### src/rtl/pipeline_hold_ctrl.sv
// Central hazard/hold controller: arbitrates stall sources into per-stage
// hold-flag codes, sequences long stalls and supplies the PC redirect.
module pipeline_hold_ctrl #(
  parameter int ADDR_WIDTH = 64,
  parameter int MAX_WAIT   = 1024,
  parameter int CNT_WIDTH  = 32
) (
  input  logic                  clk,
  input  logic                  rst,
  input  logic                  trap_req,
  input  logic [ADDR_WIDTH-1:0] trap_addr,
  input  logic                  mem_req,
  input  logic                  mem_ready,
  input  logic                  div_start,
  input  logic                  div_done,
  input  logic                  jump_req,
  input  logic [ADDR_WIDTH-1:0] jump_addr,
  input  logic                  load_use_req,
  input  logic                  ifu_ready,
  output logic [2:0]            pc_flag,
  output logic [2:0]            ifid_flag,
  output logic [2:0]            idex_flag,
  output logic [2:0]            exmem_flag,
  output logic [2:0]            memwb_flag,
  output logic                  redirect_valid,
  output logic [ADDR_WIDTH-1:0] redirect_addr,
  output logic [CNT_WIDTH-1:0]  stall_cnt,
  output logic                  timeout_err
);

  localparam logic [2:0] F_RUN  = 3'b000;
  localparam logic [2:0] F_BUB  = 3'b001;
  localparam logic [2:0] F_HOLD = 3'b010;
  localparam logic [2:0] F_TRAP = 3'b011;
  localparam logic [2:0] F_LONG = 3'b100;

  localparam int WW = $clog2(MAX_WAIT + 1);

  typedef enum logic [1:0] {
    S_RUN,
    S_MEM,
    S_DIV
  } state_e;

  state_e               state_q, state_d;
  logic [WW-1:0]        wait_q, wait_d;
  logic [CNT_WIDTH-1:0] cnt_q, cnt_d;
  logic                 err_q, err_d;
  logic                 wd_hit;
  logic                 wd_fire;
  logic                 stall;

  // wait_q counts busy cycles already completed; this cycle is number wait_q+1
  assign wd_hit = (wait_q == WW'(MAX_WAIT - 1));

  always_comb begin
    state_d        = state_q;
    wait_d         = wait_q;
    err_d          = err_q;
    wd_fire        = 1'b0;
    pc_flag        = F_RUN;
    ifid_flag      = F_RUN;
    idex_flag      = F_RUN;
    exmem_flag     = F_RUN;
    memwb_flag     = F_RUN;
    redirect_valid = 1'b0;
    redirect_addr  = '0;
    if (rst) begin
      pc_flag    = F_BUB;
      ifid_flag  = F_BUB;
      idex_flag  = F_BUB;
      exmem_flag = F_BUB;
      memwb_flag = F_BUB;
      state_d    = S_RUN;
      wait_d     = '0;
      err_d      = 1'b0;
    end else begin
      unique case (state_q)
        S_RUN: begin
          wait_d = '0;
          priority case (1'b1)
            trap_req: begin
              redirect_valid = 1'b1;
              redirect_addr  = trap_addr;
              ifid_flag      = F_TRAP;
              idex_flag      = F_TRAP;
              exmem_flag     = F_TRAP;
            end
            mem_req && !mem_ready: begin
              state_d    = S_MEM;
              wait_d     = WW'(1);
              pc_flag    = F_LONG;
              ifid_flag  = F_LONG;
              idex_flag  = F_LONG;
              exmem_flag = F_LONG;
              memwb_flag = F_BUB;
            end
            div_start && !div_done: begin
              state_d    = S_DIV;
              wait_d     = WW'(1);
              pc_flag    = F_LONG;
              ifid_flag  = F_LONG;
              idex_flag  = F_LONG;
              exmem_flag = F_BUB;
            end
            jump_req: begin
              redirect_valid = 1'b1;
              redirect_addr  = jump_addr;
              ifid_flag      = F_BUB;
              idex_flag      = F_BUB;
            end
            load_use_req: begin
              pc_flag   = F_HOLD;
              ifid_flag = F_HOLD;
              idex_flag = F_BUB;
            end
            !ifu_ready: begin
              pc_flag   = F_HOLD;
              ifid_flag = F_BUB;
            end
            default: ;
          endcase
        end
        S_MEM, S_DIV: begin
          if ((state_q == S_MEM) ? mem_ready : div_done) begin
            state_d = S_RUN;
            wait_d  = '0;
          end else if (wd_hit) begin
            wd_fire    = 1'b1;
            err_d      = 1'b1;
            state_d    = S_RUN;
            wait_d     = '0;
            pc_flag    = F_HOLD;
            ifid_flag  = F_TRAP;
            idex_flag  = F_TRAP;
            exmem_flag = F_TRAP;
            memwb_flag = F_BUB;
          end else begin
            wait_d    = wait_q + WW'(1);
            pc_flag   = F_LONG;
            ifid_flag = F_LONG;
            idex_flag = F_LONG;
            if (state_q == S_MEM) begin
              exmem_flag = F_LONG;
              memwb_flag = F_BUB;
            end else begin
              exmem_flag = F_BUB;
            end
          end
        end
        default: begin
          state_d = S_RUN;
          wait_d  = '0;
        end
      endcase
    end
  end

  assign stall = (pc_flag == F_HOLD) || (pc_flag == F_LONG);

  always_comb begin
    cnt_d = cnt_q;
    if (stall && (cnt_q != '1)) begin
      cnt_d = cnt_q + CNT_WIDTH'(1);
    end
  end

  always_ff @(posedge clk or posedge rst) begin
    if (rst) begin
      state_q <= S_RUN;
      wait_q  <= '0;
      cnt_q   <= '0;
      err_q   <= 1'b0;
    end else begin
      state_q <= state_d;
      wait_q  <= wait_d;
      cnt_q   <= cnt_d;
      err_q   <= err_d;
    end
  end

  assign stall_cnt   = cnt_q;
  assign timeout_err = err_q | wd_fire;

endmodule

### config.mk
export PLATFORM = sky130hd
export DESIGN_NAME = pipeline_hold_ctrl
export DESIGN_NICKNAME = d
export VERILOG_FILES = /design/src/rtl/pipeline_hold_ctrl.sv
export SDC_FILE = /design/constraint.sdc
export NUM_CORES = 1
export LEC_CHECK = 0
export CORE_UTILIZATION = 37
export CTS_CLUSTER_DIAMETER = 50
export DETAILED_ROUTE_END_ITERATION = 16
export PLACE_DENSITY = 0.81
export SLEW_MARGIN = 10
export SYNTH_ARGS = -nofsm -noshare
export SYNTH_HDL_FRONTEND = slang
export SYNTH_SLANG_ARGS = --single-unit
### constraint.sdc
create_clock -name clk -period 5.1 [get_ports clk]
set_input_delay 1.02 -clock clk [delete_from_list [all_inputs] [get_ports clk]]
set_output_delay 1.02 -clock clk [all_outputs]
set_load 0.005 [all_outputs]
# Word level (Yosys, flattened, before mapping)
# Index checks and enable logic that the tools add are counted.
[word_totals]
mem_count = 0
wordCells = 106
latch_bits = 0
ram_bits = 0
in_bits = 138
ff_bits = 46
romBits = 0
[op_classes]
mux = 77
n_addsub = 2
n_reduce_logical = 12
n_div = 0
order_cmp = 0
n_eq_ne = 10
bitwise = 1
shifts = 0
multipliers = 0
[ops]
columns = ["operator", "n"]
rows = [
  ["$mux 64", 6],
  ["$mux 3", 23],
  ["$mux 11", 3],
  ["$add 32x1->32 const B", 1],
  ["$ne 32x32->1 const B", 1],
  ["$mux 1", 27],
  ["$pmux 3 s2", 4],
  ["$mux 2", 11],
  ["$pmux 11 s2", 1],
  ["$add 11x1->11 const B", 1],
  ["$eq 11x10->1 const B", 1],
  ["$ne 4x4->1 const B", 2],
  ["$reduce_and 3->1", 2],
  ["$pmux 2 s2", 1],
  ["$reduce_bool 2->1", 2],
  ["$eq 3x2->1 const B", 1],
  ["$eq 3x3->1 const B", 1],
  ["$logic_and 1x1->1", 3],
  ["$ne 3x3->1 const B", 1],
  ["$eq 2x1->1 const B", 1],
  ["$eq 2x2->1 const B", 1],
  ["$logic_not 1->1", 2],
  ["$logic_not 2->1", 1],
  ["$ne 2x2->1 const B", 1],
  ["4 further kinds", 4],
]

# Depth between registers and ports, before layout
[logic_depth]
word_depth = 11
mapped_depth = 9

# Least setup slack after synthesis
# No wires, ideal clock.
[synth_path]
path_type = "in2out"
from = "in rst"
to = "out redirect_addr[34]"
setup_slack_ps = 1252
cell_stages = 5
arrival_ps = 2828
t_required_ps = 4080
path_cell_list = "inv_1 nand3_1 clkbuf_1 buf_1 nor2_1"
[synth_via]
elab_chain_cells = 1
[synth_rtl]
columns = ["element", "line", "source"]
rows = [
  ["from (decl)", "9", "input logic rst,"],
  ["$mux 64", "68", "if (rst) begin"],
  ["to (decl)", "26", "output logic [ADDR_WIDTH-1:0] redirect_addr,"],
]
# No other way between the ends.

# Worst setup path in the final report
[layout_path]
from = "in div_done"
to = "out redirect_addr[45]"
[layout_via]
elab_chain_cells = 7
[layout_rtl]
columns = ["element", "line", "source"]
rows = [
  ["from (decl)", "15", "input logic div_done,"],
  ["$logic_not 1->1", "98", "div_start && !div_done: begin"],
  ["$logic_and 1x1->1", "98", ""],
  ["$mux 64 (3 in a row)", "81", "priority case (1'b1)"],
  ["$mux 64", "78", "unique case (state_q)"],
  ["$mux 64", "68", ""],
]
# No other way between the ends.

==> metrics.csv <==
metric;value;unit
grt_first_pass_wirelength;21.1;mm
max-cap-violations;0;
endpoint_kind;primary output;
cts_tree;yes;
ys_seq_area_share;32.1;%
grt_overflow;0;
cts_inserted_buffers;5;
synth_largest_area_cell;sky130_fd_sc_hd__dfrtp_1;
reg2reg_slack;2150;ps
ratio_of_cells_with_drive_above_1_in_the_final_layout;5.04;%
vias_per_cell;5.15;
dieWidth;100;um
worstHoldEndpoint;stall_cnt[28]$_DFFE_PP0P_;
layout_min_cycle_time;4350;ps
number_of_antenna_violations_at_the_first_check_in_global_routing;6;
fin_setup_tns;0;ps
r2r-start;wait_q[0]$_DFF_PP0_;
routed_wirelength;14.0;mm
status;finished, final reports clean;
routability_congestion_estimate_from_global_placement;0.989;
avg_inst_size_synth;8.55;um^2
slew_headroom;51.5;%
port_buffers;248;
std_cell_rows;35;
synth_seq_cells;46;
synthToLayoutAreaGrowth;74.0;%
cts.path.max_buffers;2;
hold_buffer_count_at_cts;0;
syn_area;3580;um^2
cts_htree_levels;2;
timing_worst_slew_pin_value;728;ps
arrival;3330;ps
maximum_number_of_pins_on_one_net_before_global_route_repair;47;
crit_path_max_fanout;45;
power_per_cell_area;171;nW/um^2
synth.top_cells.by_area;sky130_fd_sc_hd__dfrtp_1 32%, sky130_fd_sc_hd__mux2i_1 18%, sky130_fd_sc_hd__nor2_1 8.9%;
yosys_most_used_dff;sky130_fd_sc_hd__dfrtp_1;
power.leakage;2.71;nW
grt_use_total;27.7;%
postSynthCellCount;419;
timing.hold.worst_path_depth;1;
post_route_antenna_net_violation_count;0;
setup-violations-final;0;
reg2reg_depth;8;
ys_async_sr_fraction;100;%
min_period_over_period;85.2;%
num-nets-final;797;
post_cts_resize_count;0;
cp-start-kind;input port;
r2r_end;stall_cnt[20]$_DFFE_PP0P_;
wl_per_cell;17.9;um
count_of_flip_flops_with_a_built_in_enable_after_synthesis;0;
drtPass1Iterations;5;
timing.final.max_slew_violations;0;
fmax;230;MHz
post_synth_num_cell_types;47;
detail_route.drc_violations;0;
yosysWarningCount;0;
worst-setup-path-type;in2out;
cts.sinks;46;
rsz_0062_raised_after_global_routing;no;
worstPathRequired;4080;ps
fp.dieArea;10100;um^2
core_area;9330;um^2
min-delay-path-class;reg2reg;
detailedRoute.firstIterationViolations;211;
clk_root_buffer_cell;sky130_fd_sc_hd__clkbuf_8;
synth_most_common_cell;sky130_fd_sc_hd__nor2_1;
report.final.hold_viol_count;0;
vdd.ir_drop.worst;115;uV
count_of_non_filler_cells_in_the_finished_layout;786;
worstHoldStart;stall_cnt[28]$_DFFE_PP0P_;
worst_hold_slack;491;ps
synth_largest_type_area_fraction;32.1;%
final.setup_skew;5.74;ps
place.detailed.hpwl;11.8;mm
design.portCount;251;
die_h;100;um
synth_commonest_cells;85 x sky130_fd_sc_hd__nor2_1, 65 x sky130_fd_sc_hd__mux2i_1, 46 x sky130_fd_sc_hd__dfrtp_1;
postCtsSetupRepairBufs;0;
dpl.cell_count;776;
via_count_of_the_first_global_routing_pass;3926;
path_clk_slew;90;ps
start_util;38.4;%
routed-via-count;4050;
clock_insertion_delay_worst_skew;300;ps
[layer usage]
metal	share of wire [%]	wire length, um	vias to the layer above	GRT usage (%)
li1	-	-	1919	-
met1	39	5440	1918	33.1
met2	48	6780	183	45.8
met3	11	1510	24	11.9
met4	2.0	284	6	6.58
met5	0.24	33	-	0
[stage by stage]
stage / worst slack (ps) / power [mW] / instance area (um^2) / utilization [%]
final: 754 / 1.07 / 6230 / 66.8
after global routing: 565 / 1.13 / 6230 / 66.8
after CTS: 772 / 1.07 / 6230 / 66.8
after detailed placement: 776 / 0.850 / 6140 / 65.8
after global placement: 800 / 0.843 / 6140 / 65.8
after floorplan: 1250 / 0.578 / 3580 / -
[registers in the layout, summed over array words and instances (netlist names)]
signal and count:
wait_q 11, state_q 2, err_q 1, stall_cnt 32
[how the worst max path moves through the flow]
| stage | start | endpoint | slack [ps] | cells past startpoint |
|---|---|---|---|---|
| floorplan | rst | redirect_addr[34] | 1250 | 5 |
| global placement | div_done | redirect_addr[58] | 800 | 8 |
| detailed placement | mem_req | redirect_addr[55] | 780 | 8 |
| CTS | mem_req | redirect_addr[55] | 770 | 8 |
| global route | mem_req | redirect_addr[30] | 560 | 8 |
| finish | div_done | redirect_addr[45] | 750 | 8 |
[area by class of cell]
cell class                      count  area [um^2]
Clock inverter                      3         21.3
Multi-Input combinational cell    338         2260
Fill cell                         774         3100
Timing Repair Buffer              255         2530
Sequential cell                    46         1150
Clock buffer                        5         68.8
Tap cell                          129          161
Inverter                            8         30.0
Antenna cell                        2         5.00
[report_power, final]
group | leakage (nW) | switching (mW) | total [mW] | internal [mW]
logic | 2.04 | 0.170 | 0.432 | 0.263
registers | 0.628 | 0.0274 | 0.412 | 0.384
clock network | 0.0441 | 0.127 | 0.223 | 0.0964
[kinds of logic (layout without fill, tap and decap cells)]
| family | after synthesis | after routing | share of synthesized area [%] |
|---|---|---|---|
| and+or+nand+nor | 197 | 197 | 28.1 |
| muxes | 66 | 66 | 18.5 |
| DFF | 46 | 46 | 32.1 |
| xor gates and xnor gates | 37 | 37 | 9.05 |
| buffers and inverters | 36 | 271 | 4.93 |
| AOI/OAI and AO/OA | 31 | 31 | 5.45 |
| adders and majority gates | 5 | 5 | 1.75 |
| other | 1 | 4 | 0.105 |
[layout by cell type (no fill, tap or decap), drive strengths merged, types with 5 or more instances in the layout]
master         Yosys  layout
nand2             25      25
nor2              86      86
clkbuf             9       5
mux2i             65      65
nand4              7       7
xor2              33      33
nor2b              5       5
nand3             19      19
and3               7       7
a21oi              7       7
clkdlybuf4s50      0     247
nor4              15      15
buf               19       8
inv                8       8
dfrtp             46      46
ha                 5       5
o21ai             10      10
nor3              15      15
[worst max-delay path, cell delays in order]
cell	delay (ps)
sky130_fd_sc_hd__clkdlybuf4s50_1	540
sky130_fd_sc_hd__nor2b_1	100
sky130_fd_sc_hd__nor2_1	370
sky130_fd_sc_hd__a21o_1	200
sky130_fd_sc_hd__nand3_2	80
sky130_fd_sc_hd__buf_4	280
sky130_fd_sc_hd__nor2_1	180
sky130_fd_sc_hd__clkdlybuf4s50_1	540
Note: power is estimated with default switching activity, not from simulation.
